<file path="src/rtl/tdm_pkg.sv">
// Shared definitions for the 16-slot TDM demux and its 16:1 mux counterpart.
//
// Contents:
//   TDM_SLOTS    - number of data slots per frame (16)
//   FRAME_SLOTS  - slots per frame on the wire (16, or 17 with the trailing parity slot)
//   SLOT_W       - width of the slot index (4, or 5 with parity)
//   LAST_SLOT    - index of the final slot of a frame
//   tdm_state_e  - framing state {HUNT, LOCKED}
//   even_par()   - even-parity bit over one frame of data slots
//
// Optional feature: define TDM_DEMUX_PARITY_EN to add the trailing parity slot.
package tdm_pkg;

    localparam int unsigned TDM_SLOTS = 16;

`ifdef TDM_DEMUX_PARITY_EN
    localparam int unsigned FRAME_SLOTS = TDM_SLOTS + 1;
`else
    localparam int unsigned FRAME_SLOTS = TDM_SLOTS;
`endif

    localparam int unsigned SLOT_W = $clog2(FRAME_SLOTS);
    localparam logic [SLOT_W-1:0] LAST_SLOT = SLOT_W'(FRAME_SLOTS - 1);

    typedef enum logic {
        HUNT   = 1'b0,
        LOCKED = 1'b1
    } tdm_state_e;

    typedef logic [SLOT_W-1:0] slot_t;

    // Bit that makes the total number of ones (data + parity) even.
    function automatic logic even_par(input logic [TDM_SLOTS-1:0] data);
        return ^data;
    endfunction

endpackage

</file>
<file path="src/rtl/tdm_demux_16_if.sv">
// Bus bundle between a serial TDM source and the 16-slot demux.
//
// Signals:
//   din          - serial sample, one slot per accepted beat     (source -> demux)
//   din_valid    - qualifies din and frame_sync                  (source -> demux)
//   frame_sync   - marks slot 0 of a frame                       (source -> demux)
//   dout         - last complete frame, dout[k] is slot k        (demux -> sink)
//   frame_valid  - one-cycle pulse when dout updates             (demux -> sink)
//   locked       - demux is frame-locked                         (demux -> sink)
//   sync_err     - one-cycle pulse on a framing violation        (demux -> sink)
//   par_err      - one-cycle pulse on a parity mismatch          (demux -> sink)
//
// Modports: master (source/sink side), slave (demux side).
interface tdm_demux_16_if
    import tdm_pkg::*;
();

    logic                 din;
    logic                 din_valid;
    logic                 frame_sync;
    logic [TDM_SLOTS-1:0] dout;
    logic                 frame_valid;
    logic                 locked;
    logic                 sync_err;
    logic                 par_err;

    modport master (
        output din,
        output din_valid,
        output frame_sync,
        input  dout,
        input  frame_valid,
        input  locked,
        input  sync_err,
        input  par_err
    );

    modport slave (
        input  din,
        input  din_valid,
        input  frame_sync,
        output dout,
        output frame_valid,
        output locked,
        output sync_err,
        output par_err
    );

endinterface

</file>
<file path="src/rtl/tdm_slot_ctr.sv">
// Slot counter for the TDM demux.
//
// Ports:
//   clk_i    - clock
//   rst_ni   - synchronous active-low reset (counter -> 0)
//   clr_i    - force the counter to 0 (highest priority)
//   load1_i  - force the counter to 1 (a beat was taken as slot 0)
//   en_i     - advance by one, wrapping from Last to 0
//   slot_o   - current slot index
module tdm_slot_ctr #(
    parameter int unsigned       Width = 4,
    parameter logic [Width-1:0]  Last  = '1
) (
    input  logic             clk_i,
    input  logic             rst_ni,
    input  logic             clr_i,
    input  logic             load1_i,
    input  logic             en_i,
    output logic [Width-1:0] slot_o
);

    logic [Width-1:0] slot_d, slot_q;

    always_comb begin
        slot_d = slot_q;
        if (clr_i) begin
            slot_d = '0;
        end else if (load1_i) begin
            slot_d = Width'(1);
        end else if (en_i) begin
            slot_d = (slot_q == Last) ? '0 : slot_q + Width'(1);
        end
    end

    always_ff @(posedge clk_i) begin
        if (!rst_ni) begin
            slot_q <= '0;
        end else begin
            slot_q <= slot_d;
        end
    end

    assign slot_o = slot_q;

endmodule

</file>
<file path="src/rtl/tdm_demux_16.sv">
// 16-slot serial TDM demultiplexer with frame-sync tracking.
//
// Collects one serial bit per accepted beat into a shadow register and publishes the
// whole frame on dout when its last slot arrives. A two-state framer (HUNT/LOCKED)
// follows frame_sync; SYNC_LOSS_LIMIT consecutive frames without a sync mark on slot 0
// drop lock.
//
// Ports:
//   clk    - clock, all state updates on its rising edge
//   rst_n  - synchronous active-low reset
//   bus    - tdm_demux_16_if.slave (din, din_valid, frame_sync in;
//            dout, frame_valid, locked, sync_err, par_err out)
//
// Optional feature: TDM_DEMUX_PARITY_EN adds a 17th slot carrying even parity over
// slots 0-15; a mismatch pulses par_err and suppresses publication. Without it par_err
// is tied low.
module tdm_demux_16
    import tdm_pkg::*;
#(
    parameter int unsigned SYNC_LOSS_LIMIT = 2
) (
    input  logic          clk,
    input  logic          rst_n,
    tdm_demux_16_if.slave bus
);

    // Miss counter only has to hold 0 .. SYNC_LOSS_LIMIT-1.
    localparam int unsigned MissW = (SYNC_LOSS_LIMIT > 1) ? $clog2(SYNC_LOSS_LIMIT) : 1;

    tdm_state_e state_q, state_d;
    logic [MissW-1:0] miss_q, miss_d;

    logic [TDM_SLOTS-1:0] shadow_q, shadow_d;
    logic [TDM_SLOTS-1:0] dout_q, dout_d;
    logic frame_valid_q, frame_valid_d;
    logic sync_err_q, sync_err_d;
`ifdef TDM_DEMUX_PARITY_EN
    logic par_err_q, par_err_d;
`endif

    slot_t slot_q;
    logic  ctr_clr, ctr_load1, ctr_en;

    logic beat, fs, din;
    logic slot_is0, miss_at_limit;

    assign beat          = bus.din_valid;
    assign fs            = bus.frame_sync;
    assign din           = bus.din;
    assign slot_is0      = (slot_q == '0);
    assign miss_at_limit = (miss_q == MissW'(SYNC_LOSS_LIMIT - 1));

    tdm_slot_ctr #(
        .Width (SLOT_W),
        .Last  (LAST_SLOT)
    ) u_slot_ctr (
        .clk_i   (clk),
        .rst_ni  (rst_n),
        .clr_i   (ctr_clr),
        .load1_i (ctr_load1),
        .en_i    (ctr_en),
        .slot_o  (slot_q)
    );

    // FSM state register.
    always_ff @(posedge clk) begin
        if (!rst_n) begin
            state_q <= HUNT;
            miss_q  <= '0;
        end else begin
            state_q <= state_d;
            miss_q  <= miss_d;
        end
    end

    // FSM next state and miss counter.
    always_comb begin
        state_d = state_q;
        miss_d  = miss_q;
        if (beat) begin
            unique case (state_q)
                HUNT: begin
                    if (fs) begin
                        state_d = LOCKED;
                    end
                end
                LOCKED: begin
                    if (fs) begin
                        // Any sync mark, aligned or not, proves the source is framing.
                        miss_d = '0;
                    end else if (slot_is0) begin
                        if (miss_at_limit) begin
                            state_d = HUNT;
                            miss_d  = '0;
                        end else begin
                            miss_d = miss_q + MissW'(1);
                        end
                    end
                end
                default: state_d = HUNT;
            endcase
        end
    end

    // FSM outputs: slot counter control, shadow capture and frame publication.
    always_comb begin
        shadow_d      = shadow_q;
        dout_d        = dout_q;
        frame_valid_d = 1'b0;
        sync_err_d    = 1'b0;
`ifdef TDM_DEMUX_PARITY_EN
        par_err_d     = 1'b0;
`endif
        ctr_clr       = 1'b0;
        ctr_load1     = 1'b0;
        ctr_en        = 1'b0;
        if (beat) begin
            unique case (state_q)
                HUNT: begin
                    if (fs) begin
                        shadow_d    = '0;
                        shadow_d[0] = din;
                        ctr_load1   = 1'b1;
                    end
                end
                LOCKED: begin
                    if (fs && !slot_is0) begin
                        // Early sync: drop the partial frame and restart on this beat.
                        // Also covers sync on the final slot, so that frame is never published.
                        sync_err_d  = 1'b1;
                        shadow_d    = '0;
                        shadow_d[0] = din;
                        ctr_load1   = 1'b1;
                    end else if (!fs && slot_is0) begin
                        sync_err_d = 1'b1;
                        if (miss_at_limit) begin
                            ctr_clr = 1'b1;
                        end else begin
                            shadow_d[0] = din;
                            ctr_load1   = 1'b1;
                        end
                    end else begin
                        ctr_en = 1'b1;
`ifdef TDM_DEMUX_PARITY_EN
                        if (!slot_q[SLOT_W-1]) begin
                            shadow_d[slot_q[SLOT_W-2:0]] = din;
                        end
                        if (slot_q == LAST_SLOT) begin
                            // din is the parity slot here; shadow_q already holds all data.
                            if (din == even_par(shadow_q)) begin
                                dout_d        = shadow_q;
                                frame_valid_d = 1'b1;
                            end else begin
                                par_err_d = 1'b1;
                            end
                        end
`else
                        shadow_d[slot_q] = din;
                        if (slot_q == LAST_SLOT) begin
                            dout_d        = shadow_d;
                            frame_valid_d = 1'b1;
                        end
`endif
                    end
                end
                default: ;
            endcase
        end
    end

    always_ff @(posedge clk) begin
        if (!rst_n) begin
            shadow_q      <= '0;
            dout_q        <= '0;
            frame_valid_q <= 1'b0;
            sync_err_q    <= 1'b0;
`ifdef TDM_DEMUX_PARITY_EN
            par_err_q     <= 1'b0;
`endif
        end else begin
            shadow_q      <= shadow_d;
            dout_q        <= dout_d;
            frame_valid_q <= frame_valid_d;
            sync_err_q    <= sync_err_d;
`ifdef TDM_DEMUX_PARITY_EN
            par_err_q     <= par_err_d;
`endif
        end
    end

    assign bus.dout        = dout_q;
    assign bus.frame_valid = frame_valid_q;
    assign bus.locked      = (state_q == LOCKED);
    assign bus.sync_err    = sync_err_q;
`ifdef TDM_DEMUX_PARITY_EN
    assign bus.par_err     = par_err_q;
`else
    assign bus.par_err     = 1'b0;
`endif

endmodule
</file>
<file path="src/flat_wrapper.sv">
// flat-port wrapper written by rule: the top's interface ports become plain ports
module tdm_demux_16_flat import tdm_pkg::*;
#(
    parameter int unsigned SYNC_LOSS_LIMIT = 2
)
  (clk, rst_n, bus_din, bus_din_valid, bus_frame_sync, bus_dout, bus_frame_valid, bus_locked, bus_sync_err, bus_par_err);
  tdm_demux_16_if bus_i ();
  input  logic clk;
  input  logic rst_n;
  input wire logic [$bits(bus_i.din)-1:0] bus_din;
  input wire logic [$bits(bus_i.din_valid)-1:0] bus_din_valid;
  input wire logic [$bits(bus_i.frame_sync)-1:0] bus_frame_sync;
  output wire logic [$bits(bus_i.dout)-1:0] bus_dout;
  output wire logic [$bits(bus_i.frame_valid)-1:0] bus_frame_valid;
  output wire logic [$bits(bus_i.locked)-1:0] bus_locked;
  output wire logic [$bits(bus_i.sync_err)-1:0] bus_sync_err;
  output wire logic [$bits(bus_i.par_err)-1:0] bus_par_err;
  assign bus_i.din = bus_din;
  assign bus_i.din_valid = bus_din_valid;
  assign bus_i.frame_sync = bus_frame_sync;
  assign bus_dout = bus_i.dout;
  assign bus_frame_valid = bus_i.frame_valid;
  assign bus_locked = bus_i.locked;
  assign bus_sync_err = bus_i.sync_err;
  assign bus_par_err = bus_i.par_err;
  tdm_demux_16 #(.SYNC_LOSS_LIMIT(SYNC_LOSS_LIMIT)) u_core (.clk(clk), .rst_n(rst_n), .bus(bus_i));
endmodule
</file>
<file path="config.mk">
export PLATFORM = sky130hd
export DESIGN_NAME = tdm_demux_16_flat
export DESIGN_NICKNAME = d
export VERILOG_FILES = /design/src/rtl/tdm_pkg.sv /design/src/rtl/tdm_demux_16_if.sv /design/src/rtl/tdm_slot_ctr.sv /design/src/rtl/tdm_demux_16.sv /design/src/flat_wrapper.sv
export SDC_FILE = /design/constraint.sdc
export NUM_CORES = 1
export LEC_CHECK = 0
export BUFFER_PORTS_ARGS = -buffer_cell sky130_fd_sc_hd__buf_2
export CORE_MARGIN = 1
export CORE_UTILIZATION = 53
export CTS_BUF_LIST = sky130_fd_sc_hd__clkbuf_2 sky130_fd_sc_hd__clkbuf_4 sky130_fd_sc_hd__clkbuf_8
export DETAILED_ROUTE_END_ITERATION = 12
export PLACE_DENSITY = 0.77
export SYNTH_ARGS = -nofsm -noshare
export SYNTH_HDL_FRONTEND = slang
export SYNTH_SLANG_ARGS = --single-unit
</file>
<file path="constraint.sdc">
create_clock -name clk -period 2.08 [get_ports clk]
set_clock_uncertainty 0.1 [all_clocks]
set_input_delay 0.208 -clock clk [delete_from_list [all_inputs] [get_ports clk]]
set_output_delay 0.208 -clock clk [all_outputs]
set_load 0.03 [all_outputs]
</file>
Word-level counts from Yosys, hierarchy flattened
Cells that the tools add are included.
{"block": "totals", "ff_bits": 40, "output_inout_bits": 20, "elab_cells": 74}
{"block": "op_classes", "add_sub_neg": 2, "n_lt_le_gt_ge": 2, "n_eq_ne": 4, "n_mux": 36, "n_bitwise": 5, "reduce_logical": 16}
{"cell": "2-to-1 mux 16 bit", "n": 2}
{"cell": "case mux 16 bit (2 select lines)", "n": 1}
{"cell": "2-to-1 mux 1 bit", "n": 27}
{"cell": "bitwise mux 16 bit", "n": 1}
{"cell": "2-to-1 mux 15 bit", "n": 1}
{"cell": "AND reduction 3 bit", "n": 4}
{"cell": "< comparator 4 x 5 -> 1 bit (second input constant)", "n": 1}
{"cell": "inverter 1 bit", "n": 5}
{"cell": "AND reduction 5 bit", "n": 1}
{"cell": "OR reduction 5 bit", "n": 1}
{"cell": "adder 4 x 1 -> 4 bit (second input constant)", "n": 1}
{"cell": "demux 1 bit (select 4 bit)", "n": 1}
{"cell": "== test 4 bit (second input constant)", "n": 1}
{"cell": ">= comparator 4 x 1 -> 1 bit (second input constant)", "n": 1}
{"cell": "zero test 4 bit", "n": 1}
{"cell": "2-to-1 mux 4 bit", "n": 1}
{"cell": "!= test 4 bit (second input constant)", "n": 1}
{"cell": "case mux 1 bit (2 select lines)", "n": 2}
{"cell": "nonzero test 2 bit", "n": 2}
{"cell": "logical AND 1 bit", "n": 3}
{"cell": "!= test 3 bit (second input constant)", "n": 1}
{"cell": "OR reduction 3 bit", "n": 1}
{"cell": "zero test 1 bit", "n": 2}
{"cell": "!= test 2 bit (second input constant)", "n": 1}
{"cell": "other kinds (2)", "n": 2}

Logic depth before layout (Yosys ltp)
{"block": "logic_depth", "ltp_word": 8, "depth_mapped": 7, "ltp_nobuf": 6}

Modules after synthesis
Synthesis repeated with hierarchy kept, for this count alone.
{"block": "unflattened", "hier_cells": 194, "area_unflattened_um2": 1894.3}
{"module": "tdm_demux_16", "instances": 1, "cells_each": 173, "area_each_um2": 1701.6}
{"module": "tdm_slot_ctr", "instances": 1, "cells_each": 21, "area_each_um2": 192.7}

Worst setup path before layout
Ideal clock, no wire load.
{"block": "synth_path", "path_type": "register to register", "start": "reg u_core.u_slot_ctr.slot_q[0], in the netlist u_core.u_slot_ctr.slot_o[0]", "end": "reg u_core.u_slot_ctr.slot_q[2], in the netlist u_core.u_slot_ctr.slot_o[2]", "setup_ns": 0.070, "arrival_time_ns": 1.972, "required_ns": 1.910, "slack_ns": -0.062, "path_stages_with_launch": 8, "n_path_buf": 1, "synth_period_minus_slack_ns": 2.142, "path_cell_list": "dfxtp_1 -> inv_1 -> ha_1 -> or3b_4 -> a211o_1 -> buf_6 -> or3_1 -> a21oi_1"}
{"block": "synth_between", "elab_chain_len": 7}
{"element": "start, declared", "line": "tdm_slot_ctr.sv:22", "text": "logic [Width-1:0] slot_d, slot_q;"}
{"element": "start signal, assigned", "line": "tdm_slot_ctr.sv:39", "text": "slot_q <= slot_d;"}
{"element": "zero test 4 bit", "line": "tdm_demux_16.sv:50", "text": "assign slot_is0 = (slot_q == '0);"}
{"element": "logical AND 1 bit / zero test 1 bit (equally long branches)", "line": "tdm_demux_16.sv:134, tdm_demux_16.sv:127"}
{"element": "2-to-1 mux 1 bit / logical AND 1 bit (equally long branches)", "line": "tdm_demux_16.sv:134, tdm_demux_16.sv:127"}
{"element": "2-to-1 mux 1 bit", "line": "tdm_demux_16.sv:127", "text": "if (fs && !slot_is0) begin"}
{"element": "case mux 1 bit (2 select lines) / 2-to-1 mux 1 bit (equally long branches)", "line": "tdm_demux_16.sv:118", "text": "unique case (state_q)"}
{"element": "2-to-1 mux 1 bit", "line": "tdm_demux_16.sv:117", "text": "if (beat) begin"}
{"element": "OR reduction 3 bit (no source line)"}
Parallel ways exist; a longest one is shown, timed or not.
A chain may end at the register's enable or synchronous reset.

Worst setup path after layout
{"block": "layout_path", "start": "reg u_core.u_slot_ctr.slot_q[0], in the netlist u_core.u_slot_ctr.slot_o[0]", "end": "reg u_core.dout_q[14], in the netlist u_core.bus.dout[14]"}
{"block": "layout_between", "elab_chain_len": 5}
{"element": "< comparator 4 x 5 -> 1 bit (implied by the code), or another cell as far along", "line": "tdm_demux_16.sv:158", "text": "shadow_d[slot_q] = din;"}
{"element": "logical AND 1 bit (implied by the code) / zero test 1 bit (equally long branches)", "line": "tdm_demux_16.sv:158, tdm_demux_16.sv:127"}
{"element": "2-to-1 mux 1 bit (implied by the code) / logical AND 1 bit (equally long branches)", "line": "tdm_demux_16.sv:158, tdm_demux_16.sv:127"}
{"element": "demux 1 bit (select 4 bit) / inverter 1 bit (equally long branches)"}
{"element": "bitwise mux 16 bit / AND reduction 5 bit (equally long branches)"}
{"element": "end signal, assigned", "line": "tdm_demux_16.sv:182", "text": "dout_q <= dout_d;"}
{"element": "end, declared", "line": "tdm_demux_16.sv:34", "text": "logic [TDM_SLOTS-1:0] dout_q, dout_d;"}
Parallel ways exist; a longest one is shown, timed or not.

==> flow_summary.toml <==
[run]
maxCapViolations = 0

[timing]
timing_max_transition_violations_final = 0
fin_crit_sh_pct = 96.66
setup_viol = 0
maxClockFrequency_mhz = 497.4
whs_ns = 0.07283
number_of_hold_violations_in_the_final_report = 0
rsz0062_at_grt = "true"
minimum_clock_period_after_layout_ns = 2.010

[drt]
detail_route.vias_per_cell = 5.791
drt-pass1-iter-count = 4
wirelength_um = 4169
routed-wl-met3_um = 150
ant_nets = 0
vias = 1610
dr.first_iter.drc_count = 83
wl_met2_um = 2047
m1WireLength_um = 1907
drt-wirelength-per-cell_um = 15.00
top_layer = "met4"
drcViolationCount = 0

[setup_path]
rr_worst_depth = 7
critPathRequiredTime_ns = 2.27
critical_path_buf_inv_count = 3
worstSetupEndpointType = "flop"
start_kind = "flop"
regToRegEndpoint = "u_core.bus.dout[14]"
cp_class = "reg2reg"
crit_path_frequent_cell = "sky130_fd_sc_hd__buf_6"
critical_path.slowest_cell = "sky130_fd_sc_hd__or3b_4"
crit_path_max_incr_delay_ns = 0.42
regToRegStartpoint = "u_core.u_slot_ctr.slot_o[0]"
timing.critical_path.cells = "inv_2 -> ha_4 -> or3b_4 -> a2111oi_4 -> buf_6 -> buf_6 -> o211a_1"
r2r_setup_slack_ns = 0.07
crit_path_max_fanout = 14
path_delay_family = "compound AO/OA/AOI/OAI gates"
cp_data_arrival_time_ns = 2.20

[clock_tree]
number_of_hold_buffers_added_after_cts = 0
cts.sink_count = 39
clockBufferDepth = 2
h-tree-depth = 2
cts_root_buf = "sky130_fd_sc_hd__clkbuf_4"
cts_buffers = 5
clk_transition_reported_paths_ns = 0.11
clk_latency_ns = 0.34
tritoncts = "done"

[synthesis]
synth_area_leaders = "sky130_fd_sc_hd__dfxtp_1, sky130_fd_sc_hd__mux2i_1, sky130_fd_sc_hd__o211a_1"
syn-cell-area_um2 = 1946
synth.yosys.warnings = 0
synth_compound_gate_area_share_pct = 21.80
postSynthRegisterBits = 39
synthDominantCellAreaShare_pct = 40.13
post_synth_inst_count = 205
yosys.area.top_type = "sky130_fd_sc_hd__dfxtp_1"
synth_mux_area_share_pct = 7.717
syn_area_per_cell_um2 = 9.491
synth_cell_types = 37
synth.net_count = 215
yosys.area_share.simple_pct = 21.67
synth-xor-area-share_pct = 0
synth_fa_ha_area_share_pct = 3.215
synth_top_family_by_area = "compound AO/OA/AOI/OAI gates"
seq_area_frac_synth_pct = 40.13

[global_route]
track_usage_pct = 22.37
grt_max_degree = 25
grt_pass1_wl_um = 6948
number_of_antenna_violations_at_the_first_check_in_global_routing = 0
first_global_vias = 1499
gr-total-overflow = 0

[floorplanning]
die_x_um = 62.59
initial_utilization_pct = 56.96
design.die.area_um2 = 3918
floorplan.rows = 21
chipHeight_um = 62.59
coreArea_um2 = 3416
io_pins = 25

[cells_and_area]
layout_commonest_cell = "sky130_fd_sc_hd__dfxtp_1"
layout-area-overhead-vs-synth_pct = 17.11
ff_latch_area_um2 = 783.3
layout.filler_cells = 277
final_antenna_diode_count = 0
finish.net_count = 241
multi_input_area_um2 = 1122
final-instance-count-excl-fill = 278
drive_gt1_share_pct = 26.29
mostFrequentLayoutCells = "sky130_fd_sc_hd__dfxtp_1, sky130_fd_sc_hd__buf_2, sky130_fd_sc_hd__nand2_1"

[placed_design]
gp_congestion = 0.8702
post-dp-hpwl_um = 2840
placedCellCount = 268
port-buffer-count = 23

[power]
power-per-cell-area_nw_per_um2 = 584.7
worst_ir_drop_vdd_uv = 466.3
leakage_nw = 1.125

[min_path]
hold_path_class = "in2reg"
hold_endpoint = "u_core.u_slot_ctr.slot_o[0]"
hold_depth = 3
worstHoldStart = "bus_din_valid"

[run_status]
run_status = "completed"
layout make-up:
class	instances	share of cell area, %
clock buffers	8	3.185
inverters	5	0.8237
multi-input cells	144	49.26
flip-flops and latches	39	34.38
well taps	46	2.526
repair buffers	36	9.830
worst max-delay path by stage:
stage                                             end  slack (ns)  cells after the start                   startpoint
after global routing               u_core.bus.dout[7]       -0.02                      7  u_core.u_slot_ctr.slot_o[0]
after CTS                 u_core.u_slot_ctr.slot_o[2]        0.02                      6  u_core.u_slot_ctr.slot_o[0]
after floorplan           u_core.u_slot_ctr.slot_o[2]        0.04                      7  u_core.u_slot_ctr.slot_o[0]
after detailed placement  u_core.u_slot_ctr.slot_o[2]        0.04                      6  u_core.u_slot_ctr.slot_o[1]
final                             u_core.bus.dout[14]        0.07                      7  u_core.u_slot_ctr.slot_o[0]
after global placement             u_core.bus.dout[7]        0.08                      7  u_core.u_slot_ctr.slot_o[1]
what timing repair did:
action                                  CTS  global route
setup buffers                             0             1
gates resized for setup                   0            15
endpoints found under the setup margin    0            30
per-stage QoR:
step	power [mW]	util (%)	setup WS [ns]	setup TNS (ns)	cell area (µm²)
after detailed placement	0.8965	62.56	0.03640	0	2137
after global placement	0.8920	62.56	0.07847	0	2137
after global routing	1.387	66.70	-0.02104	-0.08378	2278
after CTS	1.334	64.69	0.01531	0	2210
final	1.332	66.70	0.06954	0	2278
after floorplan	0.8613	-	0.03928	0	1963
cells in the mapped netlist:
cell type / instances
sky130_fd_sc_hd__o2bb2ai_1: 14
sky130_fd_sc_hd__a21bo_2: 1
sky130_fd_sc_hd__clkbuf_1: 12
sky130_fd_sc_hd__nand2_1: 21
sky130_fd_sc_hd__nor2b_1: 2
sky130_fd_sc_hd__nand3b_1: 8
sky130_fd_sc_hd__mux2i_1: 15
sky130_fd_sc_hd__inv_1: 5
sky130_fd_sc_hd__ha_1: 5
sky130_fd_sc_hd__and2_1: 16
sky130_fd_sc_hd__nor4b_2: 1
sky130_fd_sc_hd__o2111ai_1: 1
sky130_fd_sc_hd__or4_1: 1
sky130_fd_sc_hd__o21ai_1: 1
sky130_fd_sc_hd__a32o_1: 1
sky130_fd_sc_hd__o21a_1: 1
sky130_fd_sc_hd__or3_1: 3
sky130_fd_sc_hd__a21boi_0: 2
sky130_fd_sc_hd__buf_6: 1
sky130_fd_sc_hd__o211a_1: 15
sky130_fd_sc_hd__a22oi_1: 1
sky130_fd_sc_hd__nand3_1: 9
sky130_fd_sc_hd__nor3b_1: 5
sky130_fd_sc_hd__or3b_4: 1
sky130_fd_sc_hd__dfxtp_1: 39
sky130_fd_sc_hd__buf_2: 4
sky130_fd_sc_hd__conb_1: 1
sky130_fd_sc_hd__or4bb_1: 1
sky130_fd_sc_hd__nand4_1: 1
sky130_fd_sc_hd__o21ai_0: 4
sky130_fd_sc_hd__buf_4: 1
sky130_fd_sc_hd__a21oi_1: 5
sky130_fd_sc_hd__and3_1: 1
sky130_fd_sc_hd__a211o_1: 1
sky130_fd_sc_hd__a31oi_1: 1
sky130_fd_sc_hd__nor2_1: 3
sky130_fd_sc_hd__a2111oi_4: 1
power by group:
| part | internal [mW] | switching, mW |
|---|---|---|
| sequential | 0.752 | 0.00563 |
| clock | 0.212 | 0.232 |
| combinational | 0.0501 | 0.0800 |
| total | 1.01 | 0.318 |
cell families after synthesis:
group,after synthesis
adder cells (fa/ha/maj),5
flip-flops,39
buffers and inverters,23
AO/OA/AOI/OAI,49
multiplexers,15
AND/OR/NAND/NOR,73
other,1
worst reg2reg max path, cell delays in order, from the launching register on:
cell,delay (ns)
sky130_fd_sc_hd__dfxtp_2,0.34
sky130_fd_sc_hd__inv_2,0.08
sky130_fd_sc_hd__ha_4,0.12
sky130_fd_sc_hd__or3b_4,0.42
sky130_fd_sc_hd__a2111oi_4,0.42
sky130_fd_sc_hd__buf_6,0.22
sky130_fd_sc_hd__buf_6,0.12
sky130_fd_sc_hd__o211a_1,0.12
metal layers:
| metal | GRT usage, % | vias to the layer above |
|---|---|---|
| li1 | - | 791 |
| met3 | 4.380 | 9 |
| met1 | 26.97 | 774 |
| met5 | 0 | - |
| met2 | 39.13 | 36 |
| met4 | 8.140 | 0 |
flip-flops by register name, summed over array words and instances, names as in the netlist:
name / count
u_core.u_slot_ctr.slot_o: 4
u_core.bus.frame_valid: 1
u_core.bus.sync_err: 1
u_core.shadow_q: 15
u_core.bus.locked: 1
u_core.bus.dout: 16
u_core.miss_at_limit: 1
(Power assumes the default switching activity.)
